<file path="src/rtl/paper_pkg.sv">
// Shared types and default sizes for the paper CPU sequencer.
package paper_pkg;

  // Instruction phases for the default four-phase decode.
  typedef enum logic [1:0] {
    FETCH     = 2'd0,
    DECODE    = 2'd1,
    EXECUTE   = 2'd2,
    WRITEBACK = 2'd3
  } phase_e;

  // Control FSM: RUN advances counters, HALT freezes them until resume.
  typedef enum logic {
    RUN  = 1'b0,
    HALT = 1'b1
  } ctrl_e;

  localparam int DEF_REG_W      = 3;
  localparam int DEF_REG_COUNT  = 8;
  localparam int DEF_PC_W       = 2;
  localparam int DEF_PROG_DEPTH = 4;
  localparam int DEF_ST_W       = 2;
  localparam int DEF_NUM_STATES = 4;

  // True when a modulus is non-zero and representable in the given width.
  function automatic bit fits(input int modulus, input int width);
    return (modulus >= 1) && (modulus <= (1 << width));
  endfunction

endpackage

</file>
<file path="src/rtl/paper_mod_counter.sv">
// Modulo-MOD up counter with an optional load. wrap is combinational and
// flags that the current enabled increment rolls MOD-1 back to 0.
module paper_mod_counter
  import paper_pkg::*;
#(
  parameter int W   = 2,
  parameter int MOD = 4
) (
  input  logic         clk,
  input  logic         reset,
  input  logic         en,
  input  logic         load,
  input  logic [W-1:0] d,
  output logic [W-1:0] q,
  output logic         wrap
);

  localparam logic [W-1:0] LAST = W'(MOD - 1);

  if (!fits(MOD, W)) begin : g_bad_mod
    $error("paper_mod_counter: MOD %0d does not fit in %0d bits", MOD, W);
  end

  // A load takes the place of the increment, so it never reports a wrap.
  assign wrap = en & ~load & (q == LAST);

  // Count state: load has priority over the modulo increment.
  always_ff @(posedge clk) begin
    if (reset) begin
      q <= '0;
    end else if (load) begin
      q <= d;
    end else if (en) begin
      q <= (q == LAST) ? '0 : q + W'(1);
    end
  end

endmodule

</file>
<file path="src/rtl/paper_sequencer_param.sv">
// Phase / PC / register-index sequencer for the multicycle paper CPU.
// Handshake note: jump_valid/jump_addr is a fire-and-forget request with no
// ready; an in-range request is captured the cycle it is high (latest wins)
// and applied at the next instruction boundary, out-of-range ones are dropped.
module paper_sequencer_param
  import paper_pkg::*;
#(
  parameter int REG_W        = DEF_REG_W,
  parameter int REG_COUNT    = DEF_REG_COUNT,
  parameter int PC_W         = DEF_PC_W,
  parameter int PROG_DEPTH   = DEF_PROG_DEPTH,
  parameter int ST_W         = DEF_ST_W,
  parameter int NUM_STATES   = DEF_NUM_STATES,
  parameter int HALT_ON_WRAP = 0
) (
  input  logic             clk,
  input  logic             reset,
  input  logic             clk_en,
  input  logic             step_mode,
  input  logic             step,
  input  logic             jump_valid,
  input  logic [PC_W-1:0]  jump_addr,
  input  logic             resume,
  output logic [REG_W-1:0] registerCount,
  output logic [PC_W-1:0]  programCount,
  output logic [ST_W-1:0]  stateCount,
  output logic             instr_done,
  output logic             pc_wrap,
  output logic             halted
);

  if (NUM_STATES < 2) begin : g_bad_states
    $error("paper_sequencer_param: NUM_STATES must be at least 2");
  end

  localparam logic [PC_W:0] DEPTH = (PC_W + 1)'(PROG_DEPTH);

  ctrl_e           ctrl;
  logic            pend_v;
  logic [PC_W-1:0] pend_a;
  logic            adv;
  logic            boundary;
  logic            pc_wrap_now;
  logic            reg_wrap_unused;
  logic            jump_ok;
  logic            take_jump;
  logic [PC_W-1:0] jump_tgt;

  assign jump_ok   = jump_valid & ({1'b0, jump_addr} < DEPTH);
  assign adv       = clk_en & (ctrl == RUN) & (step_mode ? step : 1'b1);
  // A same-cycle request bypasses whatever is pending.
  assign take_jump = boundary & (jump_ok | pend_v);
  assign jump_tgt  = jump_ok ? jump_addr : pend_a;

  // Phase counter; its wrap marks the instruction boundary.
  paper_mod_counter #(.W(ST_W), .MOD(NUM_STATES)) u_state (
    .clk(clk), .reset(reset), .en(adv), .load(1'b0), .d('0),
    .q(stateCount), .wrap(boundary)
  );

  // Program counter: increments at the boundary unless a jump is taken.
  paper_mod_counter #(.W(PC_W), .MOD(PROG_DEPTH)) u_pc (
    .clk(clk), .reset(reset), .en(boundary), .load(take_jump), .d(jump_tgt),
    .q(programCount), .wrap(pc_wrap_now)
  );

  // Destination register index, one step per retired instruction.
  paper_mod_counter #(.W(REG_W), .MOD(REG_COUNT)) u_reg (
    .clk(clk), .reset(reset), .en(boundary), .load(1'b0), .d('0),
    .q(registerCount), .wrap(reg_wrap_unused)
  );

  // Pending jump latch: live regardless of clk_en or HALT, cleared on use.
  always_ff @(posedge clk) begin
    if (reset) begin
      pend_v <= 1'b0;
      pend_a <= '0;
    end else if (take_jump) begin
      pend_v <= 1'b0;
    end else if (jump_ok) begin
      pend_v <= 1'b1;
      pend_a <= jump_addr;
    end
  end

  // Control FSM with registered retire/wrap pulses and halt flag.
  always_ff @(posedge clk) begin
    if (reset) begin
      ctrl       <= RUN;
      halted     <= 1'b0;
      instr_done <= 1'b0;
      pc_wrap    <= 1'b0;
    end else begin
      instr_done <= boundary;
      pc_wrap    <= pc_wrap_now;
      case (ctrl)
        RUN: begin
          if ((HALT_ON_WRAP != 0) && pc_wrap_now) begin
            ctrl   <= HALT;
            halted <= 1'b1;
          end
        end
        HALT: begin
          if (resume) begin
            ctrl   <= RUN;
            halted <= 1'b0;
          end
        end
        default: begin
          ctrl   <= RUN;
          halted <= 1'b0;
        end
      endcase
    end
  end

endmodule
</file>
<file path="config.mk">
export PLATFORM = sky130hd
export DESIGN_NAME = paper_sequencer_param
export DESIGN_NICKNAME = d
export VERILOG_FILES = /design/src/rtl/paper_pkg.sv /design/src/rtl/paper_mod_counter.sv /design/src/rtl/paper_sequencer_param.sv
export SDC_FILE = /design/constraint.sdc
export NUM_CORES = 1
export LEC_CHECK = 0
export CAP_MARGIN = 20
export CORE_UTILIZATION = 52
export CTS_BUF_LIST = sky130_fd_sc_hd__clkbuf_8
export CTS_CLUSTER_DIAMETER = 150
export DETAILED_ROUTE_END_ITERATION = 10
export PLACE_DENSITY = 0.91
export SYNTH_ARGS = -nofsm -noshare
export SYNTH_HDL_FRONTEND = slang
export SYNTH_SLANG_ARGS = --single-unit
</file>
<file path="constraint.sdc">
create_clock -name clk -period 2.3 [get_ports clk]
set_input_delay 0.23 -clock clk [delete_from_list [all_inputs] [get_ports clk]]
set_output_delay 0.23 -clock clk [all_outputs]
set_load 0.005 [all_outputs]
</file>
==> results of run 1 <==
## flip-flops by register name, indices dropped and copies added (netlist names)
| signal | cells |
|---|---|
| u_pc.q | 2 |
| u_state.q | 2 |
| u_reg.q | 3 |
| ctrl | 1 |
| pend_a | 2 |
| pend_v | 1 |
| instr_done | 1 |
| pc_wrap | 1 |
## power groups by stage
stage | sequential [mW] | combinational (mW) | clock [mW]
after floorplan | 0.242 | 0.0347 | 0
after detailed placement | 0.243 | 0.0578 | 0
after global placement | 0.243 | 0.0563 | 0
final | 0.239 | 0.0590 | 0.205
after global routing | 0.239 | 0.0648 | 0.219
after CTS | 0.238 | 0.0583 | 0.205
## cells by family (layout without fill, tap and decap cells)
family,count (synthesis),after routing,share of synthesized area (%)
and+or+nand+nor,28,28,25.00
AOI/OAI and AO/OA,22,22,22.10
DFF,13,13,37.68
buffers and inverters,10,24,7.428
adders and majority gates,4,4,7.247
other,1,1,0.5430
## layer usage
metal  track usage, %  up-vias
li1                 -      323
met1            30.71      306
met2            44.07       33
met3            6.977        5
met4            12.93        0
met5                0        -
## worst min-delay path by stage
stage | end | cells past startpoint | from | slack (ns)
finish | u_state.q[1]$_SDFFE_PP0P_ | 2 | u_state.q[1]$_SDFFE_PP0P_ | 0.50
floorplan | ctrl$_SDFF_PP0_ | 1 | resume | 0.31
global placement | ctrl$_SDFF_PP0_ | 1 | ctrl$_SDFF_PP0_ | 0.48
detailed placement | u_state.q[1]$_SDFFE_PP0P_ | 2 | u_state.q[1]$_SDFFE_PP0P_ | 0.49
global route | ctrl$_SDFF_PP0_ | 1 | ctrl$_SDFF_PP0_ | 0.52
CTS | u_state.q[1]$_SDFFE_PP0P_ | 2 | u_state.q[1]$_SDFFE_PP0P_ | 0.50
## through the flow
| step | utilization, % | cells | cell area [sq um] | total power, mW |
|---|---|---|---|---|
| after global placement | 71.58 | 102 | 838.3 | 0.2996 |
| after global routing | 75.43 | 106 | 883.3 | 0.5232 |
| after CTS | 75.43 | 106 | 883.3 | 0.5022 |
| after detailed placement | 71.58 | 102 | 838.3 | 0.3012 |
| after floorplan | - | 78 | 690.7 | 0.2771 |
| final | 75.43 | 106 | 883.3 | 0.5023 |
## tightest hold or removal path, stage by stage, from the launching register on
cell and delay (ns):
dfxtp_1 0.32, o21ai_0 0.07, a21oi_1 0.06
## cell type report
type                            count  area (sq um)  area share (%)
Multi-Input combinational cell     55         379.1           42.92
Timing Repair Buffer               17         170.2           19.26
Clock buffer                        3         41.29           4.674
Sequential cell                    13         260.3           29.46
Clock inverter                      1         3.754          0.4249
Inverter                            3         11.26           1.275
Tap cell                           14         17.52           1.983
## placed cells by master, fill, tap and decap left out, types with 3 or more instances in the layout
cell type	synthesis	final
or4_1	3	3
nor2b_1	4	4
nand3_1	4	4
o21ai_0	4	4
nand2_1	3	3
o2111ai_1	4	4
clkbuf_8	0	3
clkdlybuf4s50_1	0	17
dfxtp_1	13	13
ha_1	4	4
a21oi_1	4	4
nor3b_1	3	3
inv_1	3	4
==> flow_summary.json, run 1 <==
{
  "outcome": "finished clean",
  "whs_ns": 0.4977,
  "seq_area_frac_synth_pct": 37.68,
  "cts.hold.buffers_added": 0,
  "synthCells": 78,
  "post-place-ws_ns": 0.5978,
  "cp_slowest_stage_delay_ns": 0.46,
  "gp_congestion": 0.8068,
  "p_leak_nw": 0.3254,
  "reg2reg_depth": 4,
  "start_util_pct": 58.97,
  "maxCapViolCount": 0,
  "dr.max_layer_used": "met4",
  "critical_path_cell_count": 4,
  "syn_area_per_cell_sq_um": 8.855,
  "core-area_sq_um": 1171,
  "cts_setup_buffers": 0,
  "critPathCapture": "u_pc.q[1]$_SDFFE_PP0P_",
  "wl_met1_microns": 649,
  "critPathLaunch": "u_state.q[0]$_SDFFE_PP0P_",
  "rsz0062_at_grt": "false",
  "synthTopCellsByArea": "dfxtp_1, ha_1, o2111ai_1",
  "p_per_area_nw_per_um2": 568.7,
  "io_buffers": 17,
  "cts_buffers": 3,
  "timing.critical_path.buf_inv": 1,
  "crit_required_ns": 2.41,
  "worstPathCellList": "ha_1 > inv_1 > o311ai_0 > o21ai_0",
  "critPathTopFamily": "compound AO/OA/AOI/OAI gates",
  "worst_pin_slew_ns": 0.6506,
  "routed_via_density": 6.292,
  "cp-end-kind": "flop",
  "min_path_type": "flop to flop",
  "grt_overflow": 0,
  "insertion_delay_ns": 0.25,
  "clockBufferDepth": 2,
  "drive_gt1_share_pct": 6.522,
  "antenna_found_initial": 0,
  "met2WireLength_microns": 750,
  "netlist.top_cell.by_area": "dfxtp_1",
  "synth.most_common_cell": "dfxtp_1",
  "reg2reg_to": "u_pc.q[1]$_SDFFE_PP0P_",
  "chipHeight_microns": 38.45,
  "slew_violations": 0,
  "drt-total-wl_microns": 1534,
  "wl_per_cell_microns": 14.47,
  "ir_drop_v": 0.0003650,
  "track_usage_pct": 26.33,
  "cts-resized-gates": 0,
  "cts_root_buf": "clkbuf_8",
  "timing.fmax_mhz": 609.5,
  "grt_max_degree": 16,
  "p_sw_share_pct": 24.39,
  "rr_startpoint": "u_state.q[0]$_SDFFE_PP0P_",
  "synth_async_sr_flop_share_pct": 0,
  "grt_pass1_vias": 592,
  "p_comb_share_pct": 11.7,
  "pwr-share-seq_pct": 47.5,
  "cts_tree": "built",
  "worstSetupPathType": "flop to flop",
  "cts.sinks": 13,
  "die-area_sq_um": 1478,
  "nets": 106,
  "synthesis.nets": 91,
  "relSlewSlack_pct": 56.54,
  "setup_viol": 0,
  "fin_worst_skew_ns": 0.003692,
  "hpwlAfterDp_microns": 1053,
  "ant_nets": 0,
  "synth_cell_types": 30,
  "die-width_microns": 38.45,
  "synth_ff_type": "dfxtp_1",
  "crit_fanout": 10,
  "num_antenna_cells": 0,
  "drc": 0,
  "ioPinCount": 19,
  "cp_slowest_cell": "o311ai_0",
  "critPathLaunchType": "flop",
  "p_int_mw": 0.3798,
  "reg2reg_slack_ns": 0.66,
  "first_iter_violations": 33,
  "syn-cell-area_sq_um": 690.7,
  "synth_top_area_share_pct": 37.68,
  "drt-pass1-iter-count": 4,
  "layout_setup_ws_ns": 0.6593,
  "fin_crit_ns": 1.641,
  "htreeDepth": 1,
  "grt_pass1_wl_microns": 2580,
  "tns_ns": 0,
  "yosys_warnings": 0,
  "area_delta_synth_final_pct": 27.90,
  "synth_edf_count": 0,
  "fill_cells": 89,
  "switchingPower_mw": 0.1225,
  "route.vias.total": 667,
  "clkTransAtPathRegs_ns": 0.06,
  "num_rows": 12,
  "synth.ff_latch_count": 13,
  "critPathArrivalTime_ns": 1.75,
  "hold_viol_final": 0,
  "wl_met3_microns": 109,
  "finalCritPeriodShare_pct": 71.33,
  "power.clock.fraction_pct": 40.7
}
Power figures use the tool's default switching activity.
==> run 2: changes to the inputs <==
- CORE_UTILIZATION: 52 -> 48
- PLACE_DENSITY: 0.91 -> 0.85
- clock period: 2.3 -> 1.55 ns (I/O delays scaled with it)
==> run 2 against run 1 <==
  * Flip-flop and latch count stayed put
  * Sequential power grew 49%
  * Via count up 1.3%
  * Setup slack lost 0.54 ns
  * First-iteration DRC count down 55%
  * Cell count rose by 6.6%
  * Power grew 49%
  * Clock power is 45% higher
  * Routed wire length down 0.26%
  * Largest cell class unchanged
==> flow_summary.json, run 2 (synthesis gave the netlist of run 1 again) <==
{
  "die-area_sq_um": 1594,
  "area_delta_synth_final_pct": 34.60,
  "final_cell_mix": "clkdlybuf4s50_1, dfxtp_1, buf_4",
  "final_common_cell": "clkdlybuf4s50_1",
  "cp-end-kind": "flop",
  "grt_pass1_wl_microns": 2490,
  "start_util_pct": 52.42,
  "place_inst": 109,
  "grt_max_degree": 13,
  "multi_input_area_sq_um": 379.1,
  "cts.sinks": 13,
  "outcome": "finished clean",
  "tns_ns": 0,
  "clkTransAtPathRegs_ns": 0.06,
  "critPathArrivalTime_ns": 1.54,
  "htreeDepth": 1,
  "crit_required_ns": 1.66,
  "ant_nets": 0,
  "cp_slowest_cell": "dfxtp_1",
  "grt_overflow": 0,
  "nets": 112,
  "rsz0062_at_grt": "false",
  "timing.critical_path.buf_inv": 1,
  "wl_per_cell_microns": 13.54,
  "num_antenna_cells": 0,
  "clockBufferDepth": 2,
  "hpwlAfterDp_microns": 1088,
  "antenna_found_initial": 0,
  "cts_root_buf": "clkbuf_8",
  "hp-start": "resume",
  "fin_worst_skew_ns": 0.002846,
  "routed_via_density": 5.982,
  "grt_pass1_vias": 573,
  "worstSetupPathType": "flop to flop",
  "io_buffers": 17,
  "setup_viol": 0,
  "cts_tree": "built",
  "maxCapViolCount": 0,
  "dpl_cell_area_sq_um": 884.6,
  "insertion_delay_ns": 0.24,
  "critPathLaunch": "u_state.q[0]$_SDFFE_PP0P_",
  "first_iter_violations": 15,
  "chipHeight_microns": 39.93,
  "ir_drop_v": 0.0005464,
  "drt-total-wl_microns": 1530,
  "drt-pass1-iter-count": 4,
  "crit_fanout": 7,
  "critPathTopFamily": "compound AO/OA/AOI/OAI gates",
  "worstPathCellList": "ha_1 > inv_1 > o311ai_0 > o21ai_0",
  "cts-resized-gates": 0,
  "cts_setup_buffers": 0,
  "die-width_microns": 39.93,
  "ioPinCount": 19,
  "route.vias.total": 676,
  "timing.fmax_mhz": 699.3,
  "hold_viol_final": 0,
  "p_leak_nw": 0.3549,
  "min_path_type": "input pin to flop",
  "num_rows": 13,
  "gp_congestion": 0.8195,
  "track_usage_pct": 23.38,
  "cts.hold.buffers_added": 0,
  "rr_startpoint": "u_state.q[0]$_SDFFE_PP0P_",
  "largest-register": "u_reg.q",
  "core-area_sq_um": 1318,
  "drive_gt1_share_pct": 12.24,
  "largest_reg_flops": 3,
  "cp_slowest_stage_delay_ns": 0.36,
  "final_cell_area_sq_um": 929.6,
  "utilization_pct": 70.56,
  "finalNonFillerCells": 113,
  "cts_buffers": 3,
  "total_power_mw": 0.7502,
  "drc": 0,
  "slew_violations": 0,
  "fill_cells": 99,
  "p_per_area_nw_per_um2": 806.9,
  "critPathLaunchType": "flop",
  "seq_area_sq_um": 260.3,
  "fin_crit_ns": 1.430,
  "finalCritPeriodShare_pct": 92.25
}
## run 2: final timing paths
| path | end | slack, ns | cells past startpoint |
|---|---|---|---|
| worst min-delay path | ctrl$_SDFF_PP0_ | 0.46 | 2 |
| worst max register to register | u_pc.q[0]$_SDFFE_PP0P_ | 0.12 | 4 |
| worst max-delay path | u_pc.q[0]$_SDFFE_PP0P_ | 0.12 | 4 |
| worst min register to register | ctrl$_SDFF_PP0_ | 0.49 | 1 |
## run 2: power breakdown
part           total (mW)  internal [mW]  switching, mW  leakage [nW]
logic              0.0990         0.0515         0.0475         0.222
registers           0.355          0.345        0.00937         0.106
clock network       0.297          0.175          0.122        0.0269
## run 2: through the flow
stage	hold slack [ns]	setup WS, ns
after global routing	0.4653	0.0004182
after detailed placement	0.4830	0.05591
after CTS	0.4612	0.1163
after floorplan	0.2308	0.2266
after global placement	0.4778	0.06979
final	0.4610	0.1201
## run 2: layer usage
layer	wire, microns	GRT usage, %	up-vias
met5	0	0	-
met4	25	10.34	0
met3	32	3.333	4
met2	738	36.69	14
met1	734	31.42	325
li1	-	-	333
## run 2: final cells by class
class                   instances  area share [%]
flip-flops and latches         13           27.99
repair buffers                 23           23.15
well taps                      15           2.019
multi-input cells              55           40.78
clock buffers                   3           4.441
inverters                       3           1.211
clock inverters                 1          0.4038
